$ cat config.mk
export PLATFORM = sky130hd
export DESIGN_NAME = adc_sample_ctrl
export DESIGN_NICKNAME = d
export VERILOG_FILES = /design/src/rtl/adc_pkg.sv /design/src/rtl/half_period_timer.sv /design/src/rtl/adc_sample_ctrl.sv
export SDC_FILE = /design/constraint.sdc
export NUM_CORES = 1
export LEC_CHECK = 0
export CAP_MARGIN = 20
export CELL_PAD_IN_SITES_DETAIL_PLACEMENT = 0
export CELL_PAD_IN_SITES_GLOBAL_PLACEMENT = 2
export CORE_UTILIZATION = 30
export CTS_BUF_LIST = sky130_fd_sc_hd__clkbuf_2
export DETAILED_ROUTE_END_ITERATION = 12
export GPL_TIMING_DRIVEN = 0
export HOLD_SLACK_MARGIN = 0.03
export PLACE_DENSITY = 0.78
export SLEW_MARGIN = 40
export SYNTH_ARGS = -nofsm -noshare
export SYNTH_HDL_FRONTEND = slang
export SYNTH_SLANG_ARGS = --single-unit
$ cat constraint.sdc
create_clock -name clk -period 2.45 [get_ports clk]
set_clock_uncertainty 0.05 [all_clocks]
set_input_delay 0.735 -clock clk [delete_from_list [all_inputs] [get_ports clk]]
set_output_delay 0.735 -clock clk [all_outputs]
set_load 0.01 [all_outputs]
$ cat src/rtl/adc_pkg.sv
// Shared types and frame constants for the MCP3202-style ADC sampling controller.
package adc_pkg;

  typedef enum logic [1:0] {
    IDLE   = 2'd0,
    SETUP  = 2'd1,
    SHIFT  = 2'd2,
    CSHOLD = 2'd3
  } adc_state_t;

  localparam int FRAME_LEN = 17;
  localparam int CMD_BITS  = 4;
  localparam int NULL_POS  = 4;
  localparam int SAMPLE_W  = 12;
  localparam int RX_W      = FRAME_LEN - NULL_POS;

  // Bit 0 is the start bit and goes out first; MSBF is the last command bit sent.
  function automatic logic [CMD_BITS-1:0] cmd_word(input logic msbf,
                                                   input logic odd,
                                                   input logic sgl);
    return {msbf, odd, sgl, 1'b1};
  endfunction

endpackage

$ cat src/rtl/half_period_timer.sv
// Loadable down-counter that ticks once every HALF enabled cycles; paces adc_sck phases.
module half_period_timer #(
  parameter int HALF = 2
) (
  input  logic clk,
  input  logic reset,
  input  logic load,
  input  logic en,
  output logic tick
);

  localparam logic [3:0] RELOAD = 4'(HALF - 1);

  logic [3:0] cnt_q, cnt_d;

  assign tick = en && (cnt_q == 4'd0);

  always_comb begin
    cnt_d = cnt_q;
    if (load || tick) begin
      cnt_d = RELOAD;
    end else if (en) begin
      cnt_d = cnt_q - 4'd1;
    end
  end

  always_ff @(posedge clk) begin
    if (!reset) begin
      cnt_q <= RELOAD;
    end else begin
      cnt_q <= cnt_d;
    end
  end

endmodule

$ cat src/rtl/adc_sample_ctrl.sv
// SPI master running one 17-period MCP3202 conversion frame per start request and
// presenting the 12-bit result with a one-cycle valid strobe.
//
// state  | meaning
// IDLE   | chip_en high, waiting for start
// SETUP  | chip_en low, start bit on adc_sdo, adc_sck held low before the first rise
// SHIFT  | 17 adc_sck periods; command out, null + 12 data bits in
// CSHOLD | chip_en high again, sample published, minimum deselect time
module adc_sample_ctrl
  import adc_pkg::*;
#(
  parameter int HALF       = 2,
  parameter int CSH_CYCLES = 2,
  parameter int MSBF       = 1
) (
  input  logic                clk,
  input  logic                reset,
  input  logic                start,
  input  logic                channel,
  input  logic                single_ended,
  input  logic                clr_overrun,
  input  logic                adc_sdi,
  output logic                adc_sdo,
  output logic                adc_sck,
  output logic                chip_en,
  output logic [SAMPLE_W-1:0] sample,
  output logic                sample_valid,
  output logic                busy,
  output logic                overrun
);

  localparam int CSH_W = (CSH_CYCLES > 1) ? $clog2(CSH_CYCLES) : 1;
  localparam logic [CSH_W-1:0] CSH_LOAD = CSH_W'(CSH_CYCLES - 1);
  localparam logic [4:0] LAST_BIT = 5'(FRAME_LEN - 1);
  localparam logic [4:0] LAST_CMD = 5'(CMD_BITS - 1);

  adc_state_t state_q, state_d;

  logic [CMD_BITS-1:0] cmd_q, cmd_d;
  logic [4:0]          bit_q, bit_d;
  logic [RX_W-1:0]     rx_q, rx_d;
  logic [SAMPLE_W-1:0] sample_q, sample_d;
  logic [CSH_W-1:0]    csh_q, csh_d;
  logic                valid_q, valid_d;
  logic                sck_q, sck_d;
  logic                sdo_q, sdo_d;
  logic                cs_q, cs_d;
  logic                ovr_q, ovr_d;
  logic                first_q, first_d;

  logic tmr_load, tmr_en, tmr_tick;

  // The first SETUP cycle holds the timer, giving the 1 + 35*HALF start-to-valid latency.
  assign tmr_load = (state_q == IDLE);
  assign tmr_en   = ((state_q == SETUP) && !first_q) || (state_q == SHIFT);

  half_period_timer #(
    .HALF(HALF)
  ) u_timer (
    .clk  (clk),
    .reset(reset),
    .load (tmr_load),
    .en   (tmr_en),
    .tick (tmr_tick)
  );

  always_comb begin
    state_d  = state_q;
    cmd_d    = cmd_q;
    bit_d    = bit_q;
    rx_d     = rx_q;
    sample_d = sample_q;
    csh_d    = csh_q;
    valid_d  = 1'b0;
    sck_d    = sck_q;
    sdo_d    = sdo_q;
    cs_d     = cs_q;
    ovr_d    = ovr_q;
    first_d  = 1'b0;

    if (start && (state_q != IDLE)) begin
      ovr_d = 1'b1;
    end else if (clr_overrun) begin
      ovr_d = 1'b0;
    end

    case (state_q)
      IDLE: begin
        bit_d = 5'd0;
        if (start) begin
          cmd_d   = cmd_word(1'(MSBF), channel, single_ended);
          rx_d    = '0;
          cs_d    = 1'b0;
          sdo_d   = 1'b1;
          first_d = 1'b1;
          state_d = SETUP;
        end
      end

      SETUP: begin
        if (tmr_tick) begin
          sck_d   = 1'b1;
          bit_d   = 5'd0;
          state_d = SHIFT;
        end
      end

      SHIFT: begin
        if (tmr_tick) begin
          if (sck_q) begin
            // Falling edge: capture MISO and present the next command bit.
            sck_d = 1'b0;
            rx_d  = RX_W'({rx_q, adc_sdi});
            if (bit_q < LAST_CMD) begin
              sdo_d = cmd_q[bit_q[1:0] + 2'd1];
            end else begin
              sdo_d = 1'b0;
            end
          end else if (bit_q == LAST_BIT) begin
            cs_d     = 1'b1;
            sample_d = rx_q[SAMPLE_W-1:0];
            valid_d  = 1'b1;
            csh_d    = CSH_LOAD;
            state_d  = CSHOLD;
          end else begin
            bit_d = bit_q + 5'd1;
            sck_d = 1'b1;
          end
        end
      end

      CSHOLD: begin
        if (csh_q == '0) begin
          bit_d   = 5'd0;
          state_d = IDLE;
        end else begin
          csh_d = csh_q - 1'b1;
        end
      end

      default: begin
        state_d = IDLE;
      end
    endcase
  end

  always_ff @(posedge clk) begin
    if (!reset) begin
      state_q  <= IDLE;
      cmd_q    <= '0;
      bit_q    <= '0;
      rx_q     <= '0;
      sample_q <= '0;
      csh_q    <= '0;
      valid_q  <= 1'b0;
      sck_q    <= 1'b0;
      sdo_q    <= 1'b0;
      cs_q     <= 1'b1;
      ovr_q    <= 1'b0;
      first_q  <= 1'b0;
    end else begin
      state_q  <= state_d;
      cmd_q    <= cmd_d;
      bit_q    <= bit_d;
      rx_q     <= rx_d;
      sample_q <= sample_d;
      csh_q    <= csh_d;
      valid_q  <= valid_d;
      sck_q    <= sck_d;
      sdo_q    <= sdo_d;
      cs_q     <= cs_d;
      ovr_q    <= ovr_d;
      first_q  <= first_d;
    end
  end

  assign adc_sdo      = sdo_q;
  assign adc_sck      = sck_q;
  assign chip_en      = cs_q;
  assign sample       = sample_q;
  assign sample_valid = valid_q;
  assign busy         = (state_q != IDLE);
  assign overrun      = ovr_q;

endmodule

==> flow_summary.json <==
{
  "grt_pass1_vias": 1717,
  "cp_data_required_time_ps": 1660,
  "antenna_found_initial": 0,
  "postLayoutCoreUtil_pct": 37.9,
  "final_antenna_net_count": 0,
  "num_vias": 1770,
  "synthTopCellsByArea": "dfxtp_1, nand3_1, ha_1, a22oi_1, nand2_1",
  "top_layer": "met4",
  "crit_top_cell": "inv_1",
  "worstPathCellList": "inv_1 > ha_2 > inv_1 > dlygate4sd2_1",
  "gp_congestion": 0.763,
  "setup_tns_ps": 0,
  "coreArea_um2": 6490,
  "holdBufCountCts": 0,
  "setup_violations": 0,
  "synth-edff-count": 0,
  "endpoint_kind": "primary output",
  "path_buf_inv": 3,
  "drv_slew": 0,
  "crit_end": "busy",
  "drt_wl_total_um": 4870,
  "post-synth-top-area-cell": "dfxtp_1",
  "cts-root-to-sink-buffers": 2,
  "final.fill_count": 681,
  "synth_top_area_share_pct": 43.8,
  "syn_nets": 253,
  "drc_errors": 0,
  "viasPerCell": 5.07,
  "synth_cell_types": 41,
  "clockRootBuffer": "clkbuf_2",
  "numCtsBuffers": 5,
  "cp_slowest_stage_delay_ps": 380,
  "grt_start_max_net_pins": 16,
  "period_share_pct": 95.9,
  "critPathMaxFanout": 8,
  "drt_pass1_iterations": 4,
  "drive_gt1_share_pct": 10.3,
  "max_slew_margin_pct": 60.8,
  "outcome": "finished, final reports clean",
  "route.met3.wl_um": 153,
  "htree_num_levels": 2,
  "syn_avg_cell_area_um2": 8.65,
  "tightestPinTransition_ps": 585,
  "async_flop_share_pct": 0,
  "ys_seq_area_share_pct": 43.8,
  "pin_count": 25,
  "r2r_end": "state_q[1]",
  "cts_tree": "yes",
  "grt_pass1_wl_um": 8390,
  "crit_cells": 4,
  "dp_hpwl_um": 3540,
  "regArea_um2": 905,
  "start_kind": "flip-flop",
  "cp-startpoint": "state_q[0]",
  "slowest_stage": "dfxtp_2",
  "p_leak_nw": 0.905,
  "ir_drop_uv": 297,
  "antenna_cells": 0,
  "final_nets": 286,
  "clock_sinks": 45,
  "num_rows": 29,
  "drtIter0Drc": 69,
  "synth_cells": 238,
  "rrSetupSlack_ps": 330,
  "multi_input_area_um2": 1060,
  "fin_crit_ps": 2350,
  "power_density_nw_per_um2": 770,
  "dieArea_um2": 7200,
  "clk_pin_slew_worst_paths_ps": 250,
  "ys_ff_latch": 45,
  "wl_met1_um": 2510,
  "rsz0062_at_grt": "no",
  "cap_violations": 0,
  "yosys_warnings": 0,
  "arrival_ps": 1560,
  "syn2layout_area_growth_pct": 19.6,
  "timing.rr.start": "bit_q[0]",
  "grt-ovfl-total": 0,
  "grt.total_usage_pct": 14.9,
  "fp.dieH_um": 84.8,
  "hold_viol": 0,
  "syn-cell-area_um2": 2060,
  "hp-class": "flip-flop to flip-flop",
  "crit_type": "flip-flop to primary output",
  "reg2regPathDepth": 6,
  "initial_core_util_pct": 31.7,
  "cpLargestDelayFamily": "buffers and inverters",
  "routedWlPerCell_um": 13.9,
  "io_buffers": 24,
  "route.met2.wl_um": 2140,
  "ys.flop_type": "dfxtp_1",
  "clock_latency_ps": 430,
  "die_w_um": 84.8,
  "clock.fmax_mhz": 426
}
power breakdown:
| part | internal (mW) | total, mW | switching [mW] |
|---|---|---|---|
| clock network | 0.0724 | 0.335 | 0.262 |
| registers | 0.792 | 0.833 | 0.0412 |
| logic | 0.301 | 0.729 | 0.428 |
| total | 1.17 | 1.90 | 0.731 |
cell usage in the layout, fill, tap and decap left out, drive strengths merged, types with 3 or more instances in the layout:
cell type,instances
a22oi,13
nor2,24
nor2b,3
dfxtp,45
nand3,26
nand2,26
and3,3
inv,13
buf,7
ha,8
clkbuf,13
clkdlybuf4s50,23
o21ai,8
nor3,3
mux2i,8
or4,3
a21oi,19
sequential cells by signal, summed over array words and instances (netlist names), 2 cells and up:
name           flops
rx_q              12
sample            12
bit_q              5
u_timer.cnt_q      4
cmd_q              3
state_q            2
cell families (layout without fill, tap and decap cells):
group | Yosys count | in the layout | share of synthesized area, %
flops | 45 | 45 | 43.8
simple gates | 101 | 101 | 26.3
fa+ha+maj | 8 | 8 | 4.86
buf+inv | 25 | 59 | 4.98
compound gates | 51 | 51 | 16.2
mux | 8 | 8 | 3.89
how the worst min path moves through the flow:
| stage | from | to | slack (ps) | cells past startpoint |
|---|---|---|---|---|
| after floorplan | cmd_q[1] | cmd_q[1] | 390 | 2 |
| after global placement | sample[4] | sample[4] | 390 | 2 |
| after detailed placement | sample[6] | sample[6] | 390 | 2 |
| after CTS | sample[6] | sample[6] | 420 | 2 |
| after global routing | sample[5] | sample[5] | 440 | 2 |
| final | sample[6] | sample[6] | 420 | 2 |
layer usage:
| metal | vias to the layer above | global-route usage [%] |
|---|---|---|
| met3 | 4 | 2.92 |
| met5 | - | 0 |
| met2 | 28 | 24.0 |
| li1 | 911 | - |
| met1 | 827 | 20.0 |
| met4 | 0 | 5.08 |
tightest hold or removal path: stages (launching register included):
cell     delay (ps)
dfxtp_1         360
nand2_1          50
a21oi_1          50
synth_stat cells, types with 3 or more instances:
library cell and n:
mux2i_1 8, nand2_1 26, or4_1 3, a22oi_1 13, nand3_1 26, and3_1 3
dfxtp_1 45, nor2b_1 3, nor2_1 24, ha_1 8, inv_1 12, a21oi_1 19
clkbuf_1 7, buf_2 4, o21ai_0 6
cell type report:
class / count / area share [%]
clock inverters: 3 / 0.864
inverters: 12 / 1.83
flip-flops and latches: 45 / 36.7
repair buffers: 26 / 10.3
clock buffers: 5 / 1.02
plain buffers: 13 / 2.39
well taps: 77 / 3.91
multi-input cells: 168 / 42.9
timing repair:
| action | in CTS | in global routing |
|---|---|---|
| setup buffers | 2 | 0 |
| resized for setup | 4 | 2 |
| hold endpoints to repair | 0 | 0 |
| endpoints found under the setup margin | 1 | 3 |
through the flow:
stage | instance area [um^2] | hold slack, ps | worst slack [ps] | power (mW) | std cells
floorplan | 2060 | 386 | 522 | 1.34 | 238
global placement | 2390 | 391 | -99.7 | 1.56 | 339
detailed placement | 2390 | 394 | -112 | 1.56 | 339
CTS | 2460 | 421 | 17.3 | 1.92 | 349
global route | 2460 | 438 | 1.74 | 2.05 | 349
finish | 2460 | 415 | 101 | 1.90 | 349
Note: power is estimated with default switching activity, not from simulation.
